==> config.mk <==
export PLATFORM = sky130hd
export DESIGN_NAME = fb_bus_responder
export DESIGN_NICKNAME = d
export VERILOG_FILES = /design/src/rtl/fb_pkg.sv /design/src/rtl/fb_ram_sp.sv /design/src/rtl/fb_bus_responder.sv
export SDC_FILE = /design/constraint.sdc
export NUM_CORES = 1
export LEC_CHECK = 0
export CAP_MARGIN = 10
export CORE_MARGIN = 2
export CORE_UTILIZATION = 55
export CTS_CLUSTER_DIAMETER = 200
export DETAILED_ROUTE_END_ITERATION = 10
export PLACE_DENSITY = 0.86
export REMOVE_ABC_BUFFERS = 1
export SLEW_MARGIN = 20
export SYNTH_ARGS = -nofsm -noshare
export SYNTH_HDL_FRONTEND = slang
export SYNTH_HIERARCHICAL = 1
export SYNTH_SLANG_ARGS = --single-unit
export TNS_END_PERCENT = 30
==> constraint.sdc <==
create_clock -name clk -period 3 [get_ports clk]
set_input_delay 0.6 -clock clk [delete_from_list [all_inputs] [get_ports clk]]
set_output_delay 0.6 -clock clk [all_outputs]
set_load 0.1 [all_outputs]
==> src/rtl/fb_pkg.sv <==
`default_nettype none
// ============================================================================
// Module      : fb_pkg
// Description : Shared definitions for the fb_cpu memory side: instruction
//               opcodes, I/O window offsets relative to IO_BASE and the
//               bus responder state encoding.
// Revision    : 1.0 - initial release
// ============================================================================
package fb_pkg;

    // Instruction opcodes
    localparam int OP_LOD = 0;
    localparam int OP_STO = 1;
    localparam int OP_ADD = 2;
    localparam int OP_SUB = 3;
    localparam int OP_MUL = 4;
    localparam int OP_DIV = 5;
    localparam int OP_JMP = 6;
    localparam int OP_JMZ = 7;
    localparam int OP_NOP = 8;
    localparam int OP_HLT = 9;

    // I/O register offsets from IO_BASE
    localparam int IO_SW     = 0;
    localparam int IO_LED_LO = 1;
    localparam int IO_LED_HI = 2;
    localparam int IO_SEG    = 3;

    // Bus responder state
    typedef enum logic [0:0] {
        LOAD = 1'b0,
        RUN  = 1'b1
    } resp_state_t;

endpackage
`default_nettype wire

==> src/rtl/fb_ram_sp.sv <==
`default_nettype none
// ============================================================================
// Module      : fb_ram_sp
// Description : Single-port synchronous RAM, registered read, read-before-
//               write (a read and write of the same word in one cycle returns
//               the previous contents). Contents are never reset.
// Ports       : clk   - clock
//               we    - write enable
//               addr  - word address
//               wdata - write data
//               rdata - registered read data (1-cycle latency)
// Revision    : 1.0 - initial release
// ============================================================================
module fb_ram_sp #(
    parameter int ADDRESS_WIDTH = 6,
    parameter int DATA_WIDTH    = 10,
    parameter int DEPTH         = 64
) (
    input  logic                     clk,
    input  logic                     we,
    input  logic [ADDRESS_WIDTH-1:0] addr,
    input  logic [DATA_WIDTH-1:0]    wdata,
    output logic [DATA_WIDTH-1:0]    rdata
);

    logic [DATA_WIDTH-1:0] r_mem [DEPTH];

    always_ff @(posedge clk) begin
        if (we) begin
            r_mem[addr] <= wdata;
        end
        rdata <= r_mem[addr];
    end

endmodule
`default_nettype wire

==> src/rtl/fb_bus_responder.sv <==
`default_nettype none
// ============================================================================
// Module      : fb_bus_responder
// Description : Memory-side responder for the fb_cpu RAM bus. Serves CPU
//               reads/writes from internal RAM plus a 4-register I/O window
//               at IO_BASE (switches, LED low/high, seven-segment), and owns
//               program loading: after reset it accepts words on the load
//               port while holding the CPU in reset, then releases it.
// Ports       : clk, rst           - clock, synchronous active-high reset
//               i_addr/i_we/i_wdata - CPU bus request (MAR/RAMWr/MDRin)
//               o_rdata             - registered read data (MDROut)
//               i_ld_valid/i_ld_data/i_ld_last/o_ld_ready - program load port
//               o_cpu_rst           - reset to fb_cpu, high while loading
//               i_switches          - board switches
//               o_leds, o_seg_val   - LED and seven-segment registers
//               o_wp_fault          - sticky write-protect violation flag
// Option      : FB_BUS_WRITE_PROTECT_EN - in RUN, drop bus writes to RAM
//               below the load count and raise o_wp_fault.
// Revision    : 1.0 - initial release
// ============================================================================
module fb_bus_responder
    import fb_pkg::*;
#(
    parameter int ADDRESS_WIDTH = 6,
    parameter int DATA_WIDTH    = 10,
    parameter int DEPTH         = 64,
    parameter int IO_BASE       = 60
) (
    input  logic                     clk,
    input  logic                     rst,
    input  logic [ADDRESS_WIDTH-1:0] i_addr,
    input  logic                     i_we,
    input  logic [DATA_WIDTH-1:0]    i_wdata,
    output logic [DATA_WIDTH-1:0]    o_rdata,
    input  logic                     i_ld_valid,
    input  logic [DATA_WIDTH-1:0]    i_ld_data,
    input  logic                     i_ld_last,
    output logic                     o_ld_ready,
    output logic                     o_cpu_rst,
    input  logic [15:0]              i_switches,
    output logic [15:0]              o_leds,
    output logic [DATA_WIDTH-1:0]    o_seg_val,
    output logic                     o_wp_fault
);

    resp_state_t              r_state;
    logic [ADDRESS_WIDTH-1:0] r_ld_ptr;
    logic                     r_ld_ready;
    logic                     r_cpu_rst;
    logic [15:0]              r_leds;
    logic [DATA_WIDTH-1:0]    r_seg;
    logic                     r_sel_ram;
    logic [DATA_WIDTH-1:0]    r_io_q;

    logic                     w_run;
    logic                     w_ld_accept;
    logic                     w_ld_done;
    logic                     w_is_ram;
    logic                     w_is_io;
    logic [ADDRESS_WIDTH-1:0] w_io_off;
    logic                     w_bus_we_ram;
    logic                     w_io_we;
    logic                     w_wp_hit;
    logic [DATA_WIDTH-1:0]    w_io_rd;
    logic                     w_ram_we;
    logic [ADDRESS_WIDTH-1:0] w_ram_addr;
    logic [DATA_WIDTH-1:0]    w_ram_wdata;
    logic [DATA_WIDTH-1:0]    w_ram_q;
    logic                     w_unused_sw;

    assign w_run       = (r_state == RUN);
    // Ready is always high in LOAD, so valid alone qualifies an accept there.
    assign w_ld_accept = !w_run && i_ld_valid;
    assign w_ld_done   = w_ld_accept &&
                         (i_ld_last || (r_ld_ptr == ADDRESS_WIDTH'(DEPTH - 1)));

    assign w_is_ram     = (i_addr < ADDRESS_WIDTH'(IO_BASE));
    assign w_io_off     = i_addr - ADDRESS_WIDTH'(IO_BASE);
    assign w_is_io      = !w_is_ram && (w_io_off < ADDRESS_WIDTH'(4));
    assign w_bus_we_ram = w_run && i_we && w_is_ram;
    assign w_io_we      = w_run && i_we && w_is_io;

    // The single RAM port belongs to the loader in LOAD and to the CPU in RUN.
    assign w_ram_we    = w_run ? (w_bus_we_ram && !w_wp_hit) : w_ld_accept;
    assign w_ram_addr  = w_run ? i_addr  : r_ld_ptr;
    assign w_ram_wdata = w_run ? i_wdata : i_ld_data;

    assign w_unused_sw = ^i_switches[15:10];

`ifdef FB_BUS_WRITE_PROTECT_EN
    logic [ADDRESS_WIDTH:0] r_ld_count;
    logic                   r_wp_fault;

    assign w_wp_hit   = w_bus_we_ram && ({1'b0, i_addr} < r_ld_count);
    assign o_wp_fault = r_wp_fault;

    always_ff @(posedge clk) begin
        if (rst) begin
            r_ld_count <= '0;
            r_wp_fault <= 1'b0;
        end else begin
            if (w_ld_accept) begin
                r_ld_count <= r_ld_count + 1'b1;
            end
            if (w_wp_hit) begin
                r_wp_fault <= 1'b1;
            end
        end
    end
`else
    assign w_wp_hit   = 1'b0;
    assign o_wp_fault = 1'b0;
`endif

    // Loader FSM; outputs registered alongside the state.
    always_ff @(posedge clk) begin
        if (rst) begin
            r_state    <= LOAD;
            r_ld_ptr   <= '0;
            r_ld_ready <= 1'b1;
            r_cpu_rst  <= 1'b1;
        end else if (r_state == LOAD) begin
            if (w_ld_accept) begin
                r_ld_ptr <= r_ld_ptr + 1'b1;
                if (w_ld_done) begin
                    r_state    <= RUN;
                    r_ld_ready <= 1'b0;
                    r_cpu_rst  <= 1'b0;
                end
            end
        end
    end

    always_comb begin
        w_io_rd = '0;
        if (w_is_io) begin
            case (w_io_off)
                ADDRESS_WIDTH'(IO_SW):     w_io_rd = DATA_WIDTH'(i_switches[9:0]);
                ADDRESS_WIDTH'(IO_LED_LO): w_io_rd = DATA_WIDTH'(r_leds[9:0]);
                ADDRESS_WIDTH'(IO_LED_HI): w_io_rd = DATA_WIDTH'(r_leds[15:10]);
                ADDRESS_WIDTH'(IO_SEG):    w_io_rd = r_seg;
                default:                   w_io_rd = '0;
            endcase
        end
    end

    // I/O registers and read-source tracking. The RAM read is already
    // registered, so only the source select and I/O value are flopped here.
    always_ff @(posedge clk) begin
        if (rst) begin
            r_leds    <= '0;
            r_seg     <= '0;
            r_sel_ram <= 1'b0;
            r_io_q    <= '0;
        end else begin
            r_sel_ram <= w_run && w_is_ram;
            r_io_q    <= w_run ? w_io_rd : '0;
            if (w_io_we) begin
                case (w_io_off)
                    ADDRESS_WIDTH'(IO_LED_LO): r_leds[9:0]   <= 10'(i_wdata);
                    ADDRESS_WIDTH'(IO_LED_HI): r_leds[15:10] <= 6'(i_wdata);
                    ADDRESS_WIDTH'(IO_SEG):    r_seg         <= i_wdata;
                    default: ;
                endcase
            end
        end
    end

    fb_ram_sp #(
        .ADDRESS_WIDTH (ADDRESS_WIDTH),
        .DATA_WIDTH    (DATA_WIDTH),
        .DEPTH         (DEPTH)
    ) u_ram (
        .clk   (clk),
        .we    (w_ram_we),
        .addr  (w_ram_addr),
        .wdata (w_ram_wdata),
        .rdata (w_ram_q)
    );

    assign o_rdata    = r_sel_ram ? w_ram_q : r_io_q;
    assign o_ld_ready = r_ld_ready;
    assign o_cpu_rst  = r_cpu_rst;
    assign o_leds     = r_leds;
    assign o_seg_val  = r_seg;

endmodule
`default_nettype wire

==> results of run 1 <==
[stage by stage]
stage	utilization [%]	total power [mW]
2_1_floorplan	-	12.11
3_3_place_gp	63.17	13.36
3_5_place_dp	63.17	13.45
4_1_cts	67.50	21.40
5_1_grt	67.80	21.97
6_report	67.80	21.53
[kinds of logic (layout without fill, tap and decap cells)]
kind of cell    after synthesis  in the layout
simple gates                267            267
buf+inv                     130            501
mux                         164            164
compound gates              399            399
flops                       695            695
other cells                   1              1
xor+xnor                      2              2
fa+ha+maj                     1              1
[final cells by class]
| class | instances | area (um2) |
|---|---|---|
| multi-input combinational | 834 | 6555 |
| tap | 664 | 830.8 |
| clock inverter | 29 | 178.9 |
| sequential | 695 | 20320 |
| fill | 2944 | 15790 |
| inverter | 3 | 11.26 |
| timing repair buffer | 378 | 3458 |
| clock buffer | 91 | 1904 |
[worst register-to-register path, stage by stage, from the launching register on]
cell,delay [ps]
dfxtp_2,370
buf_4,140
mux2_4,350
buf_8,180
and2_1,240
buf_12,190
a22oi_1,260
o22ai_1,210
a22o_1,270
nand3b_1,160
or4_1,490
[what timing repair did]
item | CTS | global route
pin swaps | 2 | 3
cloned | 0 | 1
endpoints found under the setup margin | 83 | 39
resized for setup | 6 | 20
setup buffers | 1 | 3
[final timing paths]
path         slack [ps]  cells past startpoint                     from                 endpoint
max                 -10                     11                i_addr[2]   u_ram/rdata[4]$_DFF_P_
min                 510                      2  o_leds[11]$_SDFFE_PP0P_  o_leds[11]$_SDFFE_PP0P_
max reg2reg          30                     10       r_state$_SDFF_PP0_   u_ram/rdata[6]$_DFF_P_
min reg2reg         510                      2  o_leds[11]$_SDFFE_PP0P_  o_leds[11]$_SDFFE_PP0P_
[layout by cell type (no fill, tap or decap), drive strengths merged, types with 22 or more instances in the layout]
cell type | netlist | routed
a21oi | 31 | 31
a221oi | 103 | 103
a22oi | 65 | 65
buf | 83 | 337
clkbuf | 44 | 92
clkdlybuf4s50 | 0 | 40
clkinv | 0 | 26
dfxtp | 55 | 55
edfxtp | 640 | 640
mux2 | 62 | 62
mux2i | 79 | 79
mux4 | 23 | 23
nand2 | 33 | 33
nand2b | 28 | 28
nor2 | 108 | 108
nor2b | 26 | 26
o21ai | 42 | 42
o22a | 22 | 22
o22ai | 45 | 45
[sequential cells by signal, summed over array words and instances, names as in the netlist]
name,count
u_ram/r_mem,640
o_leds,16
o_seg_val,10
r_io_q,10
u_ram/rdata,10
r_ld_ptr,6
o_cpu_rst,1
r_sel_ram,1
r_state,1
[per-layer routing]
| layer | track usage, % | wire, um |
|---|---|---|
| met4 | 14.15 | 4515 |
| met2 | 49.51 | 37930 |
| met5 | 0 | 40 |
| met1 | 38.88 | 27000 |
| met3 | 8.131 | 10330 |
[power breakdown]
group,internal [mW],switching (mW),total [mW]
logic,1.03,1.59,2.62
clock network,4.62,3.47,8.09
registers,10.7,0.0705,10.8
==> results.py, run 1 <==
metrics = {
    "outcome": {
        "status": "finished, violations left",
        "failed_checks": "negative setup slack",
    },
    "route": {
        "drc_errors": 0,
        "num_vias": 18270,
        "first_pass_iters": 7,
        "viasPerCell": 6.781,
        "ant_nets": 0,
        "wirelength_um": 79810,
        "drt_iter0_markers": 3287,
        "wl_per_cell_um": 29.63,
    },
    "synth": {
        "synth_xor_area_share_pct": 0.06391,
        "synth_compound_area_share_pct": 10.96,
        "synthSimpleGateAreaFrac_pct": 4.926,
        "synth_top_area_share_pct": 70.12,
        "yosys_warnings": 6,
        "yosys.area.top_type": "edfxtp_1",
        "synthTopCellsByCount": "edfxtp_1, nor2_1, a221oi_1",
        "synthCells": 1659,
        "yosys-top-cells-area": "edfxtp_1, dfxtp_1, a221oi_1, mux2i_1, mux2_2",
        "synth_ff_type": "edfxtp_1",
        "synthMuxAreaShare_pct": 7.377,
        "synthAdderAreaFrac_pct": 0.04565,
        "ys_seq_area_share_pct": 74.14,
        "ys_seq_elements": 695,
        "syn_avg_cell_area_um2": 16.52,
        "yosysMostFrequentCell": "edfxtp_1",
        "synth_top_family_by_area": "compound AO/OA/AOI/OAI gates",
        "synthArstFlopShare_pct": 0,
        "synth-edff-count": 640,
        "syn_area_mm2": 0.02741,
        "ys_types": 68,
    },
    "clock_network": {
        "numCtsBuffers": 69,
        "cts.clk_slew.worst_paths_ps": 60,
        "cts_hold_buf": 0,
        "clk-insertion-delay-late_ps": 600,
        "htreeDepth": 3,
        "cts_sinks": 695,
        "cts_root_buffer": "clkbuf_16",
        "cts_buffer_depth": 3,
        "cts_tree": "yes",
    },
    "timing": {
        "slew_headroom_pct": 43.68,
        "tightestPinTransition_ps": 841.0,
        "hold_viol_final": 0,
        "period_share_pct": 100.4,
        "rsz0062_at_grt": "true",
        "fin_ws_ps": -13.31,
        "setup_viol": 1,
        "finClkSkew_ps": 24.94,
        "drv_slew": 0,
        "fmax_mhz": 331.9,
        "fin_setup_tns_ps": -13.31,
        "hold_ws_ps": 506.1,
        "fin_crit_ps": 3013,
    },
    "setup_path": {
        "critPathMostFrequentCell": "buf_4",
        "path_delay_family": "buffers and inverters",
        "crit_fanout": 17,
        "crit_buf_inv": 4,
        "cp_cell_sequence": "clkdlybuf4s50_1 -> mux2_8 -> buf_6 -> nor2b_2 -> buf_4 -> a21oi_1 -> o21ai_0 -> a222oi_1 -> buf_4 -> o22ai_1 -> or4_1",
        "timing_worst_setup_path_type": "input port to register",
        "cp-start-kind": "input port",
        "cp-end-kind": "register",
        "critPathMaxStageDelay_ps": 500,
        "crit_required_ps": 3470,
        "cp_slowest_cell": "a222oi_1",
        "arrival_ps": 3490,
    },
    "power": {
        "powerDensity_mw_per_mm2": 647.3,
        "p_leak_nw": 11.24,
        "ir_worst_vdd_uv": 364.7,
    },
    "die": {
        "start_util_pct": 55.87,
        "rows": 81,
        "die_y_um": 227.2,
        "fp.coreArea_mm2": 0.04905,
        "io_pins": 86,
        "dieWidth_um": 227.2,
        "dieArea_mm2": 0.05163,
    },
    "flow_run": {
        "cap_viol_max_count": 0,
    },
    "final_layout": {
        "nets": 2029,
        "area_delta_synth_final_pct": 21.35,
        "layout-drive-gt1-share_pct": 26.80,
        "stdcell_area_mm2": 0.03326,
        "fin_cells": 2694,
        "n_antenna_cell": 0,
    },
    "global_routing": {
        "grt_max_degree": 65,
        "grt_overflow_total": 0,
        "antenna_found_initial": 4,
        "grt_usage_pct": 30.59,
        "grt_pass1_wl_um": 114200,
        "grt_pass1_vias": 18030,
    },
    "placement": {
        "port_buffers": 78,
        "place_area_mm2": 0.03099,
        "globalplace.congestion": 0.9605,
        "place_inst": 2569,
        "place_ws_ps": -601.8,
        "post-dp-hpwl_um": 49610,
    },
    "hold_path": {
        "hold_path_class": "register to register",
    },
}
No activity file was read; power rests on OpenSTA's default activity.
==> run 2: changes to the inputs <==
--- a/config.mk
+++ b/config.mk
@@ -9,6 +9,7 @@
 export CORE_MARGIN = 2
 export CORE_UTILIZATION = 55
 export CTS_CLUSTER_DIAMETER = 200
+export CTS_CLUSTER_SIZE = 25
 export DETAILED_ROUTE_END_ITERATION = 10
 export PLACE_DENSITY = 0.86
 export REMOVE_ABC_BUFFERS = 1
==> results.py, run 2 (synthesized netlist as in run 1, its figures left out) <==
metrics = {
    "outcome": {
        "status": "complete, no violations",
    },
    "timing": {
        "fin_crit_ps": 2982,
        "tightestPinTransition_ps": 872.3,
        "setup_viol": 0,
        "finClkSkew_ps": 46.15,
        "fmax_mhz": 335.3,
        "drv_slew": 0,
        "hold_viol_final": 0,
        "slew_headroom_pct": 41.58,
        "fin_ws_ps": 17.53,
        "fin_setup_tns_ps": 0,
        "period_share_pct": 99.42,
    },
    "hold_path": {
        "hold_depth": 2,
        "holdPathEnd": "o_leds[10]$_SDFFE_PP0P_",
        "worstHoldStart": "o_leds[10]$_SDFFE_PP0P_",
        "hold_path_class": "register to register",
    },
    "die": {
        "die_y_um": 227.2,
        "dieArea_mm2": 0.05163,
        "rows": 81,
        "dieWidth_um": 227.2,
        "fp.coreArea_mm2": 0.04905,
        "start_util_pct": 55.87,
        "io_pins": 86,
    },
    "global_routing": {
        "grt_usage_pct": 28.85,
        "grt_overflow_total": 0,
        "grt_max_degree": 65,
        "grt_pass1_vias": 17260,
        "grt_pass1_wl_um": 108700,
        "antenna_found_initial": 4,
    },
    "clock_network": {
        "numCtsBuffers": 31,
        "clk-insertion-delay-late_ps": 640,
        "cts_hold_buf": 0,
        "cts_buffer_depth": 3,
        "cts_tree": "yes",
        "cts_sinks": 695,
        "cts_root_buffer": "clkbuf_16",
        "htreeDepth": 1,
        "cts.clk_slew.worst_paths_ps": 100,
    },
    "power": {
        "p_switching_mw": 4.447,
        "pwr-share-seq_pct": 59.4,
        "internal_power_mw": 13.73,
        "powerDensity_mw_per_mm2": 568.1,
        "sw_frac_of_total_pct": 24.46,
        "p_comb_share_pct": 14.2,
        "p_clk_share_pct": 26.4,
        "p_leak_nw": 10.63,
        "ir_worst_vdd_uv": 428.9,
    },
    "setup_path": {
        "cp-start-kind": "register",
        "cp-end-kind": "register",
        "r2r_start": "r_state$_SDFF_PP0_",
        "timing_worst_setup_path_type": "register to register",
        "reg2reg_depth": 10,
        "crit_fanout": 22,
        "crit_required_ps": 3530,
        "r2r_end": "u_ram/rdata[0]$_DFF_P_",
        "arrival_ps": 3510,
        "rrSetupSlack_ps": 20,
    },
    "final_layout": {
        "multi_input_area_mm2": 0.006523,
        "top_register": "u_ram/r_mem",
        "final_common_cell": "edfxtp_1",
        "layout-drive-gt1-share_pct": 24.54,
        "final_cell_mix": "edfxtp_1, buf_4, nor2_1, a221oi_1, mux2i_1",
        "stdcell_area_mm2": 0.03200,
        "largest_reg_flops": 640,
        "seqCellArea_mm2": 0.02032,
        "nets": 1991,
        "area_delta_synth_final_pct": 16.76,
        "fillCellCount": 3159,
    },
    "route": {
        "wirelength_um": 75820,
        "drt_iter0_markers": 3183,
        "wl_per_cell_um": 28.79,
        "viasPerCell": 6.758,
        "drc_errors": 0,
        "ant_nets": 0,
        "first_pass_iters": 9,
        "num_vias": 17790,
    },
    "flow_run": {
        "cap_viol_max_count": 0,
    },
    "placement": {
        "post-dp-hpwl_um": 49610,
        "port_buffers": 78,
        "globalplace.congestion": 0.9605,
        "place_ws_ps": -601.8,
        "place_area_mm2": 0.03099,
    },
}
run 2: cell types whose count changed in the layout (fill, tap and decap cells not counted), moves of 8 or more:
cell and change:
clkinv_1 -15, clkbuf_16 -43, clkbuf_1 +8, clkinv_2 -11
run 2: repair_timing:
| action | 4_1_cts | 5_1_grt |
|---|---|---|
| setup endpoints to repair | 81 | 58 |
| pin swaps | 1 | 1 |
| setup buffers | 2 | 3 |
| gates resized for setup | 1 | 15 |
run 2: layout make-up:
cell class,instances,share of cell area [%]
antenna,1,0.007820
tap,664,2.596
clock buffer,56,2.717
clock inverter,2,0.04692
sequential,695,63.50
inverter,3,0.03519
multi-input combinational,834,20.38
timing repair buffer,378,10.71
run 2: metrics by stage:
step	hold WS (ps)	utilization [%]	power [mW]	instances
6_report	502.1	65.24	18.18	2633
5_1_grt	527.6	65.23	18.57	2632
4_1_cts	502.6	65.02	18.05	2629
3_5_place_dp	486.6	63.17	13.45	2569
3_3_place_gp	480.6	63.17	13.36	2569
2_1_floorplan	501.3	-	12.11	1532
run 2: worst max-delay path by stage:
stage / startpoint / to / depth (start not counted)
after floorplan: r_state$_SDFF_PP0_ / u_ram/r_mem[13][0]$_DFFE_PP_ / 4
after global placement: i_addr[1] / u_ram/r_mem[20][5]$_DFFE_PP_ / 11
after detailed placement: i_addr[1] / u_ram/rdata[4]$_DFF_P_ / 11
after CTS: r_state$_SDFF_PP0_ / u_ram/rdata[7]$_DFF_P_ / 12
after global routing: r_state$_SDFF_PP0_ / u_ram/rdata[0]$_DFF_P_ / 10
final: r_state$_SDFF_PP0_ / u_ram/rdata[0]$_DFF_P_ / 10
run 2: metal layers:
layer  track usage, %  vias up  routed length [um]
met5           0.8539        -                  37
met2            46.95     1477               36220
met1            38.38     8783               26190
met4            11.45        6                3671
li1                 -     7278                   -
met3            5.937      250                9694
run 2: power by group through the flow:
stage | registers [mW] | clock network [mW] | logic [mW]
after detailed placement | 11.0 | 0 | 2.43
final | 10.8 | 4.80 | 2.57
after CTS | 10.8 | 4.80 | 2.46
after floorplan | 11.0 | 0 | 1.12
after global placement | 11.0 | 0 | 2.34
after global routing | 10.8 | 5.12 | 2.64
run 2: worst max-delay path, cell delays in order (launching register included):
cell and delay [ps]:
dfxtp_2 380, buf_4 140, mux2_4 340, buf_6 180, and2_1 240, buf_12 190
buf_4 180, a221oi_1 420, o22a_1 200, o22ai_1 110, or4_1 490
